File: src/rtl/mdu_pkg.sv
// Shared types and constants for the multiply/divide unit divider scheduler.
package mdu_pkg;

  localparam int               DIV_W      = 32;
  localparam logic [DIV_W-1:0] DIV_ZERO_Q = 32'hFFFF_FFFF;
  localparam logic [DIV_W-1:0] INT_MIN    = 32'h8000_0000;

  // The core is busy for 32 cycles; the WAIT timer counts 31 down to 0 so that
  // FIX lands on the first cycle the core results are valid.
  localparam logic [4:0] WAIT_TC_LOAD = 5'd31;

  typedef enum logic [2:0] {
    IDLE,
    ISSUE,
    WAIT,
    FIX,
    RESP
  } state_e;

endpackage

File: src/rtl/div_sign_fix.sv
// Conditional two's-complement negation: magnitude of a signed operand, or sign
// restoration of an unsigned core result.
module div_sign_fix
  import mdu_pkg::*;
(
  input  logic [DIV_W-1:0] val_i,
  input  logic             neg_i,
  output logic [DIV_W-1:0] val_o
);

  assign val_o = neg_i ? (~val_i + DIV_W'(1)) : val_i;

endmodule

File: src/rtl/div_sched.sv
// Round-robin scheduler for two requesters sharing one 32-bit iterative divider.
// state | meaning
// IDLE  | offer grant, accept one request, resolve div-by-zero / overflow directly
// ISSUE | one-cycle core_start with magnitude operands
// WAIT  | core iterating, down-counter tracks the 32 busy cycles
// FIX   | restore quotient/remainder signs from core results
// RESP  | hold result until resp_ready
module div_sched
  import mdu_pkg::*;
(
  input  logic             clock_i,
  input  logic             reset_ni,
  input  logic [1:0]       req_valid_i,
  output logic [1:0]       req_ready_o,
  input  logic [1:0]       req_signed_i,
  input  logic [DIV_W-1:0] req_dividend0_i,
  input  logic [DIV_W-1:0] req_dividend1_i,
  input  logic [DIV_W-1:0] req_divisor0_i,
  input  logic [DIV_W-1:0] req_divisor1_i,
  output logic             resp_valid_o,
  input  logic             resp_ready_i,
  output logic             resp_id_o,
  output logic [DIV_W-1:0] resp_q_o,
  output logic [DIV_W-1:0] resp_r_o,
  output logic             core_start_o,
  output logic [DIV_W-1:0] core_dividend_o,
  output logic [DIV_W-1:0] core_divisor_o,
  input  logic             core_busy_i,
  input  logic [DIV_W-1:0] core_q_i,
  input  logic [DIV_W-1:0] core_r_i
);

  state_e           state_q, state_d;
  logic             rr_q, rr_d;
  logic             id_q, id_d;
  logic             q_neg_q, q_neg_d;
  logic             r_neg_q, r_neg_d;
  logic [DIV_W-1:0] a_q, a_d, b_q, b_d;
  logic [DIV_W-1:0] q_q, q_d, r_q, r_d;
  logic [4:0]       tmr_q, tmr_d;

  logic             gnt_id, accept, sel_sgn, div_zero, ovf;
  logic [DIV_W-1:0] sel_dvd, sel_dvs, mag_dvd, mag_dvs, fix_q, fix_r;

  // rr_q names the requester preferred when both are valid
  always_comb begin
    gnt_id = 1'b0;
    case (req_valid_i)
      2'b10:   gnt_id = 1'b1;
      2'b11:   gnt_id = rr_q;
      default: gnt_id = 1'b0;
    endcase
  end

  assign accept   = reset_ni && (state_q == IDLE) && (|req_valid_i);
  assign sel_dvd  = gnt_id ? req_dividend1_i : req_dividend0_i;
  assign sel_dvs  = gnt_id ? req_divisor1_i : req_divisor0_i;
  assign sel_sgn  = req_signed_i[gnt_id];
  assign div_zero = (sel_dvs == '0);
  assign ovf      = sel_sgn && (sel_dvd == INT_MIN) && (sel_dvs == '1);

  div_sign_fix u_mag_dvd (.val_i(sel_dvd),  .neg_i(sel_sgn & sel_dvd[DIV_W-1]), .val_o(mag_dvd));
  div_sign_fix u_mag_dvs (.val_i(sel_dvs),  .neg_i(sel_sgn & sel_dvs[DIV_W-1]), .val_o(mag_dvs));
  div_sign_fix u_fix_q   (.val_i(core_q_i), .neg_i(q_neg_q),                    .val_o(fix_q));
  div_sign_fix u_fix_r   (.val_i(core_r_i), .neg_i(r_neg_q),                    .val_o(fix_r));

  always_ff @(posedge clock_i) begin
    if (!reset_ni) begin
      state_q <= IDLE;
      rr_q    <= 1'b0;
      id_q    <= 1'b0;
      q_neg_q <= 1'b0;
      r_neg_q <= 1'b0;
      a_q     <= '0;
      b_q     <= '0;
      q_q     <= '0;
      r_q     <= '0;
      tmr_q   <= '0;
    end else begin
      state_q <= state_d;
      rr_q    <= rr_d;
      id_q    <= id_d;
      q_neg_q <= q_neg_d;
      r_neg_q <= r_neg_d;
      a_q     <= a_d;
      b_q     <= b_d;
      q_q     <= q_d;
      r_q     <= r_d;
      tmr_q   <= tmr_d;
    end
  end

  always_comb begin
    state_d = state_q;
    rr_d    = rr_q;
    id_d    = id_q;
    q_neg_d = q_neg_q;
    r_neg_d = r_neg_q;
    a_d     = a_q;
    b_d     = b_q;
    q_d     = q_q;
    r_d     = r_q;
    tmr_d   = tmr_q;
    case (state_q)
      IDLE: begin
        if (accept) begin
          rr_d = ~gnt_id;
          id_d = gnt_id;
          if (div_zero) begin
            q_d     = DIV_ZERO_Q;
            r_d     = sel_dvd;
            state_d = RESP;
          end else if (ovf) begin
            q_d     = INT_MIN;
            r_d     = '0;
            state_d = RESP;
          end else begin
            a_d     = mag_dvd;
            b_d     = mag_dvs;
            q_neg_d = sel_sgn & (sel_dvd[DIV_W-1] ^ sel_dvs[DIV_W-1]);
            r_neg_d = sel_sgn & sel_dvd[DIV_W-1];
            state_d = ISSUE;
          end
        end
      end
      ISSUE: begin
        tmr_d   = WAIT_TC_LOAD;
        state_d = WAIT;
      end
      WAIT: begin
        // early busy drop is honoured as well as the terminal count
        if ((tmr_q == '0) || !core_busy_i) begin
          state_d = FIX;
        end else begin
          tmr_d = tmr_q - 5'd1;
        end
      end
      FIX: begin
        q_d     = fix_q;
        r_d     = fix_r;
        state_d = RESP;
      end
      RESP: begin
        if (resp_ready_i) begin
          state_d = IDLE;
        end
      end
      default: state_d = IDLE;
    endcase
  end

  assign req_ready_o     = accept ? (gnt_id ? 2'b10 : 2'b01) : 2'b00;
  assign core_start_o    = reset_ni && (state_q == ISSUE);
  assign resp_valid_o    = reset_ni && (state_q == RESP);
  assign resp_id_o       = id_q;
  assign resp_q_o        = q_q;
  assign resp_r_o        = r_q;
  assign core_dividend_o = a_q;
  assign core_divisor_o  = b_q;

endmodule
File: config.mk
export PLATFORM = sky130hd
export DESIGN_NAME = div_sched
export DESIGN_NICKNAME = d
export VERILOG_FILES = /design/src/rtl/mdu_pkg.sv /design/src/rtl/div_sign_fix.sv /design/src/rtl/div_sched.sv
export SDC_FILE = /design/constraint.sdc
export NUM_CORES = 1
export LEC_CHECK = 0
export ABC_AREA = 1
export CAP_MARGIN = 30
export CORE_UTILIZATION = 50
export DETAILED_ROUTE_END_ITERATION = 12
export PLACE_DENSITY = 0.83
export SETUP_SLACK_MARGIN = 0.3
export SLEW_MARGIN = 20
export SYNTH_ARGS = -nofsm -noshare
export SYNTH_HDL_FRONTEND = slang
export SYNTH_SLANG_ARGS = --single-unit
File: constraint.sdc
create_clock -name clock_i -period 6.36 [get_ports clock_i]
set_input_delay 0.636 -clock clock_i [delete_from_list [all_inputs] [get_ports clock_i]]
set_output_delay 0.636 -clock clock_i [all_outputs]
set_load 0.02 [all_outputs]
==> out/results.tsv, run 1 <==
metric	value	unit
Area Growth Syn to Fin	33.71	%
final worst setup slack	1.543	ns
pwr/cell area	312.7	nW/um2
placed wire-length estimate	31960	um
Most Crowded Layer GR	met2	
worst hold margin	0.4683	ns
vias after detailed routing	14210	
DRC	0	
deepest clock path buffer count	2	
number of CTS-inserted buffers	17	
Post-Syn Area	11730	um2
Mean Syn Cell Area	5.629	um2
nets	2554	
Int Pwr	2779	uW
sequential share of power	0.263	
top cell type's share of synthesized area	0.2389	
Fin Clk Skew	0.01515	ns
final std cells w/o fill	2673	
sequential share of the synthesized area	0.2389	
slowest stage cell on the critical path	nand2_4	
YS warnings	0	
vias per cell	5.317	
post-CTS sizing	0	
Slew Limit Fails	0	
CTS tree	yes	
CP dominant cell by count	nand2_1	
Leak	0.006920	uW
Die Span X	155.2	um
post-CTS setup buffers	0	
initial detailed-routing violation count	1460	
Detail Route Antenna Nets	0	
maximum clock rate	0.2076	GHz
Commonest cells post-synth	nand2_1, nor2_1, inv_1	
Initial Utilization	0.5134	
Die Area	24080	um2
Gate power share	0.513	
most frequent cell after synthesis	nand2_1	
FFs w/ async S/R, synth	0	
Post-Place Cells	2640	
kind of critical path	input pin to register	
Overflow after GRT	0	
post-synthesis cell count	2084	
1st-pass router iterations	6	
min cycle time layout	4.817	ns
Final setup viols	0	
crit end category	register	
H-tree depth	4	
status	finished clean	
Cell Rows	55	
crit path launch type	input pin	
number of library cell types mapped by synthesis	41	
worst hold path type	register to register	
RSZ-0062 raised after global routing	no	
post-synth top area cell	dfxtp_1	
gp weighted congestion	0.9518	
ranking of synthesized cells by area	dfxtp_1, nand2_1, nor2_1, inv_1, nand3_1	
Clk pwr share	0.224	
met3 Usage GRT	0.04763	
root buf cell	clkbuf_16	
final wirelength	41590	um
Final period util	0.7574	
Worst R2R Setup Slack	1.87	ns
# IOs	333	
GRT Total Usage	0.3450	
GRT met2 Usage	0.5684	
Psw	2126	uW
clock slew at reported path FFs	0.07	ns
hold depth	2	
maxcap violations	0	
die height	155.2	um
cts hold-fix bufs	0	
Synth Register Bits	140	
Clk Latency, worst-skew pair	0.44	ns
vias in the first global route	12930	
Worst Max-Slew Pin Slew	0.8910	ns
port buffer count	332	
dpl ws	1.211	ns
crit-path max cell delay	0.52	ns
CP Max Fanout	72	
largest net degree at the start of global routing	85	
hold path endpoint	core_divisor_o[1]	
share of layout cells above drive strength 1	0.04407	
syn_nets	2291	
crit path cell chain	clkdlybuf4s50_1 > nand2_2 > nand2_4 > buf_4 > nand2_1 > nand2_1 > nor2_2 > buf_4 > nand2_1 > nor2_1 > nand3_1 > nor2_1 > nand2_1 > nand3_4 > buf_4 > nand3b_1 > nand2_1 > nor2_1	
reg2reg path depth	18	
CP required	6.69	ns
n_diodes	0	
Core Area	22850	um2
Net Sw Frac	0.4334	
number of synthesized flops with an enable pin	0	
WP data arrival	5.15	ns
CTS Sinks	140	
reg2reg end	resp_q_o[23]	
VDD IR max	172.4	uV
R2R Path Start	rr_q	
Fin. Hold Viols	0	
Worst slew margin	0.4038	
DR WL/cell	15.56	um
Setup TNS	0	ns
ys flop type	dfxtp_1	
HP Start	core_divisor_o[1]	
met1 Track Usage GR	0.4673	
initial antenna violation count	0	
first-pass GRT wire length	65940	um
-- metal layers --
layer	share of wire	wire [um]
met5	0	0
met4	0.024	994
met3	0.076	3141
met2	0.45	18780
met1	0.45	18680
-- cells in the final DEF (no fill, tap or decap), types with 3 or more instances in the layout --
| cell type | instances |
|---|---|
| a21oi_1 | 145 |
| a21oi_2 | 21 |
| buf_4 | 20 |
| bufinv_16 | 4 |
| clkbuf_16 | 17 |
| clkdlybuf4s50_1 | 331 |
| clkinvlp_4 | 3 |
| dfxtp_1 | 140 |
| ha_1 | 7 |
| inv_1 | 224 |
| inv_2 | 4 |
| inv_6 | 3 |
| nand2_1 | 582 |
| nand2_2 | 6 |
| nand3_1 | 164 |
| nand3b_1 | 48 |
| nand4_1 | 19 |
| nor2_1 | 372 |
| nor2_2 | 5 |
| nor3_1 | 15 |
| o211ai_1 | 4 |
| o21ai_0 | 69 |
| o21ai_1 | 46 |
| o21ai_2 | 5 |
| o21bai_1 | 25 |
| or2_2 | 3 |
| xnor2_1 | 14 |
| xor2_1 | 35 |
-- power groups by stage --
stage	logic, uW	clock network [uW]	registers (uW)
after global placement	2430	0	1300
after detailed placement	2470	0	1300
after floorplan	1380	0	1550
after CTS	2480	1100	1290
after global routing	2750	1140	1310
final	2510	1100	1290
-- per-stage QoR --
step / power (uW) / util / instance area, um2
floorplan: 2920 / - / 11730
global placement: 3724 / 0.6576 / 15020
detailed placement: 3778 / 0.6576 / 15020
CTS: 4877 / 0.6853 / 15660
global route: 5203 / 0.6865 / 15680
finish: 4904 / 0.6865 / 15680
-- worst max-delay path by stage --
stage	endpoint	start	slack [ns]	cells after the start
finish	resp_q_o[23]	req_valid_i[0]	1.54	18
global route	resp_q_o[29]	req_valid_i[0]	1.19	15
CTS	resp_q_o[23]	req_valid_i[0]	1.63	18
detailed placement	resp_q_o[14]	req_valid_i[0]	1.21	18
global placement	resp_r_o[26]	req_valid_i[0]	1.29	18
floorplan	core_dividend_o[15]	req_valid_i[1]	3.44	18
-- state kept, by name, indices dropped and copies added (netlist names) --
signal,count
resp_q_o,32
resp_r_o,32
state_q,3
rr_q,1
tmr_q,5
core_divisor_o,32
resp_id_o,1
q_neg_q,1
r_neg_q,1
core_dividend_o,32
-- cell families after synthesis --
kind of cell / count (synthesis) / synth area share
buffers and inverters: 339 / 0.1243
xor gates and xnor gates: 49 / 0.03659
AOI/OAI and AO/OA: 321 / 0.1530
and+or+nand+nor: 1228 / 0.4398
adders and majority gates: 7 / 0.007466
DFF: 140 / 0.2389
-- worst max-delay path, delay by kind of cell --
family                 cells  cell delay (ns)
buffers and inverters      4             1.72
AND/OR/NAND/NOR           14             2.72
-- layout make-up --
type / count / area (um2)
flip-flops and latches: 140 / 2803
multi-input cells: 1605 / 7497
fillers: 2154 / 7163
well taps: 313 / 391.6
clock buffers: 20 / 446.7
repair buffers: 353 / 3496
clock inverters: 12 / 186.4
inverters: 230 / 863.3
Note: power is estimated with default switching activity, not from simulation.
==> inputs of run 2 (changes only) <==
--- a/config.mk
+++ b/config.mk
@@ -7,9 +7,9 @@
 export LEC_CHECK = 0
 export ABC_AREA = 1
 export CAP_MARGIN = 30
-export CORE_UTILIZATION = 50
+export CORE_UTILIZATION = 45
 export DETAILED_ROUTE_END_ITERATION = 12
-export PLACE_DENSITY = 0.83
+export PLACE_DENSITY = 0.79
 export SETUP_SLACK_MARGIN = 0.3
 export SLEW_MARGIN = 20
 export SYNTH_ARGS = -nofsm -noshare
==> constraint.sdc (replaced) <==
create_clock -name clock_i -period 3.9 [get_ports clock_i]
set_input_delay 0.39 -clock clock_i [delete_from_list [all_inputs] [get_ports clock_i]]
set_output_delay 0.39 -clock clock_i [all_outputs]
set_load 0.02 [all_outputs]
==> run 2 against run 1 <==
Utilization is 6.4 points lower. Design area is 0.89% higher. Sequential cell count stayed put. Count of clock-buffer cells in the layout is 1 lower. Die area is 11% higher. Total power is 65% higher. Global-route usage hardly changed. Setup slack worse by 0.90 ns.
==> out/results.tsv, run 2 (same netlist as run 1, synthesis figures left out) <==
metric	value	unit	change
status	finished clean		
GRT Total Usage	0.3449		about the same
crit-path max cell delay	0.59	ns	+0.07 ns
CTS Sinks	140		unchanged
vias per cell	5.342		+0.47%
DR WL/cell	16.97	um	+9.0%
Worst Max-Slew Pin Slew	0.8369	ns	-0.05411 ns
Slew Limit Fails	0		unchanged
hold depth	2		unchanged
Setup TNS	0	ns	unchanged
H-tree depth	4		unchanged
Crit path buffers/inverters	4		unchanged
initial antenna violation count	3		+3
Die Area	26720	um2	+11%
Die Span X	163.5	um	+5.3%
Core Area	25400	um2	+11%
Worst slew margin	0.4421		+0.03827
1st-pass router iterations	5		-1
Clk Latency, worst-skew pair	0.43	ns	about the same
Initial Utilization	0.4618		-0.05159
Clk pwr share	0.215		-0.009
DRC	0		unchanged
Net Sw Frac	0.4448		+0.01138
share of layout cells above drive strength 1	0.04895		+0.004877
commonest non-fill, non-tap cell in the layout	nand2_1		
post-CTS setup buffers	0		unchanged
CP required	4.25	ns	-2.44 ns
RSZ-0062 raised after global routing	no		
final worst setup slack	0.6444	ns	-0.8985 ns
dpl ws	0.2863	ns	-0.9249 ns
Psw	3594	uW	+69%
initial detailed-routing violation count	1368		-6.3%
Final setup viols	0		unchanged
largest net degree at the start of global routing	79		-7.1%
deepest clock path buffer count	2		unchanged
slowest stage cell on the critical path	clkdlybuf4s50_1		
cell family with most CP delay	buffers and inverters		
Int Pwr	4486	uW	+61%
pwr/cell area	510.7	nW/um2	+63%
worst hold path type	register to register		
nets	2564		+0.39%
port buffer count	332		unchanged
Fin Clk Skew	0.01127	ns	-0.003884 ns
sequential share of power	0.259		-0.004
number of CTS-inserted buffers	17		unchanged
gp weighted congestion	0.9740		+2.3%
maximum clock rate	0.3072	GHz	
VDD IR max	640.5	uV	+270%
final wirelength	45840	um	+10%
reg2reg end	core_divisor_o[2]		
root buf cell	clkbuf_16		
WP data arrival	3.61	ns	-1.54 ns
CP Max Fanout	34		-53%
Cell Rows	58		+5.5%
R2R Path Start	rr_q		
Overflow after GRT	0		unchanged
maxcap violations	0		unchanged
first-pass GRT wire length	71380	um	+8.2%
Area Growth Syn to Fin	34.89	%	
# IOs	333		unchanged
crit path launch type	input pin		
Design Power	8080	uW	+65%
reg2reg path depth	16		-2
placed wire-length estimate	35680	um	+12%
die height	163.5	um	+5.3%
HP Start	resp_q_o[31]		
crit end category	register		
kind of critical path	input pin to register		
Gate power share	0.526		+0.013
clock slew at reported path FFs	0.07	ns	about the same
final core occ	0.6230		-0.06352
vias after detailed routing	14430		+1.6%
most frequent cells in the layout	nand2_1, nor2_1, clkdlybuf4s50_1		
crit path cell chain	clkdlybuf4s50_1 > nand2_4 > o21ai_0 > inv_1 > ha_1 > nand2_1 > nor2_2 > nand3_1 > nor2_2 > nand3b_4 > nand3_2 > inv_2 > buf_12 > nand2_1 > a21oi_1		
Detail Route Antenna Nets	0		unchanged
CTS tree	yes		
Fin. Hold Viols	0		unchanged
vias in the first global route	13310		+2.9%
hold path endpoint	resp_q_o[31]		
min cycle time layout	3.256	ns	
Leak	0.006980	uW	+0.87%
Worst R2R Setup Slack	0.77	ns	-1.10 ns
Final period util	0.8348		
==> run 2: cell types whose count changed in the layout (fill, tap and decap cells not counted), moves of 2 or more <==
cell and change:
buf_4 +4, diode_2 +2, inv_6 +2, buf_12 +7
bufinv_16 -2
==> run 2: per-stage QoR <==
step           instances  hold WS, ns  area (um2)
6_report            2702       0.4511       15820
4_1_cts             2700       0.4515       15810
3_5_place_dp        2668       0.4419       15210
2_1_floorplan       2084       0.4433       11730
3_3_place_gp        2668       0.4353       15210
5_1_grt             2702       0.4671       15820
==> run 2: how the worst max path moves through the flow <==
| stage | from | end | slack, ns | depth (start not counted) |
|---|---|---|---|---|
| after floorplan | req_valid_i[1] | core_dividend_o[15] | 1.23 | 18 |
| after global placement | req_valid_i[0] | core_divisor_o[24] | 0.44 | 16 |
| after global routing | req_valid_i[0] | resp_r_o[19] | 0.45 | 17 |
| final | req_valid_i[1] | core_divisor_o[2] | 0.64 | 15 |
| after detailed placement | req_valid_i[1] | core_divisor_o[2] | 0.29 | 15 |
| after CTS | state_q[1] | req_ready_o[0] | 0.46 | 6 |
==> run 2: power groups by stage <==
stage          registers (uW)  clock network [uW]  logic (uW)
4_1_cts                  2090                1750        4230
2_1_floorplan            2520                   0        2240
3_3_place_gp             2110                   0        4150
6_report                 2100                1740        4250
5_1_grt                  2140                1810        4630
3_5_place_dp             2120                   0        4210
==> run 2: worst register-to-register path, stage by stage (launching register included) <==
cell	delay (ns)
dfxtp_1	0.33
inv_2	0.05
nand2_2	0.08
nand2_4	0.12
o21ai_0	0.44
inv_1	0.10
ha_1	0.23
nand2_1	0.13
nor2_2	0.07
nand3_1	0.16
nor2_2	0.09
nand3b_4	0.10
nand3_2	0.13
inv_2	0.52
buf_12	0.28
nand2_1	0.09
a21oi_1	0.14
==> run 2: layout make-up <==
class,instances,area (um2)
timing repair buffer,363,3638
multi-input combinational,1605,7502
clock buffer,19,442.9
antenna,2,5.005
sequential,140,2803
tap,330,412.9
clock inverter,13,155.1
fill,2560,9577
inverter,230,863.3
==> run 2: timing repair <==
item,in CTS,in global routing
hold buffers,0,0
resized for setup,0,1
setup endpoints to repair,0,2
endpoints found under the hold margin,0,0
==> run 2: routing by layer <==
layer	global-route usage	vias to the layer above	routed length (um)
met4	0.1233	2	1216
li1	-	7140	-
met1	0.4687	6551	20370
met5	0	-	13
met3	0.03707	64	3391
met2	0.5611	676	20850
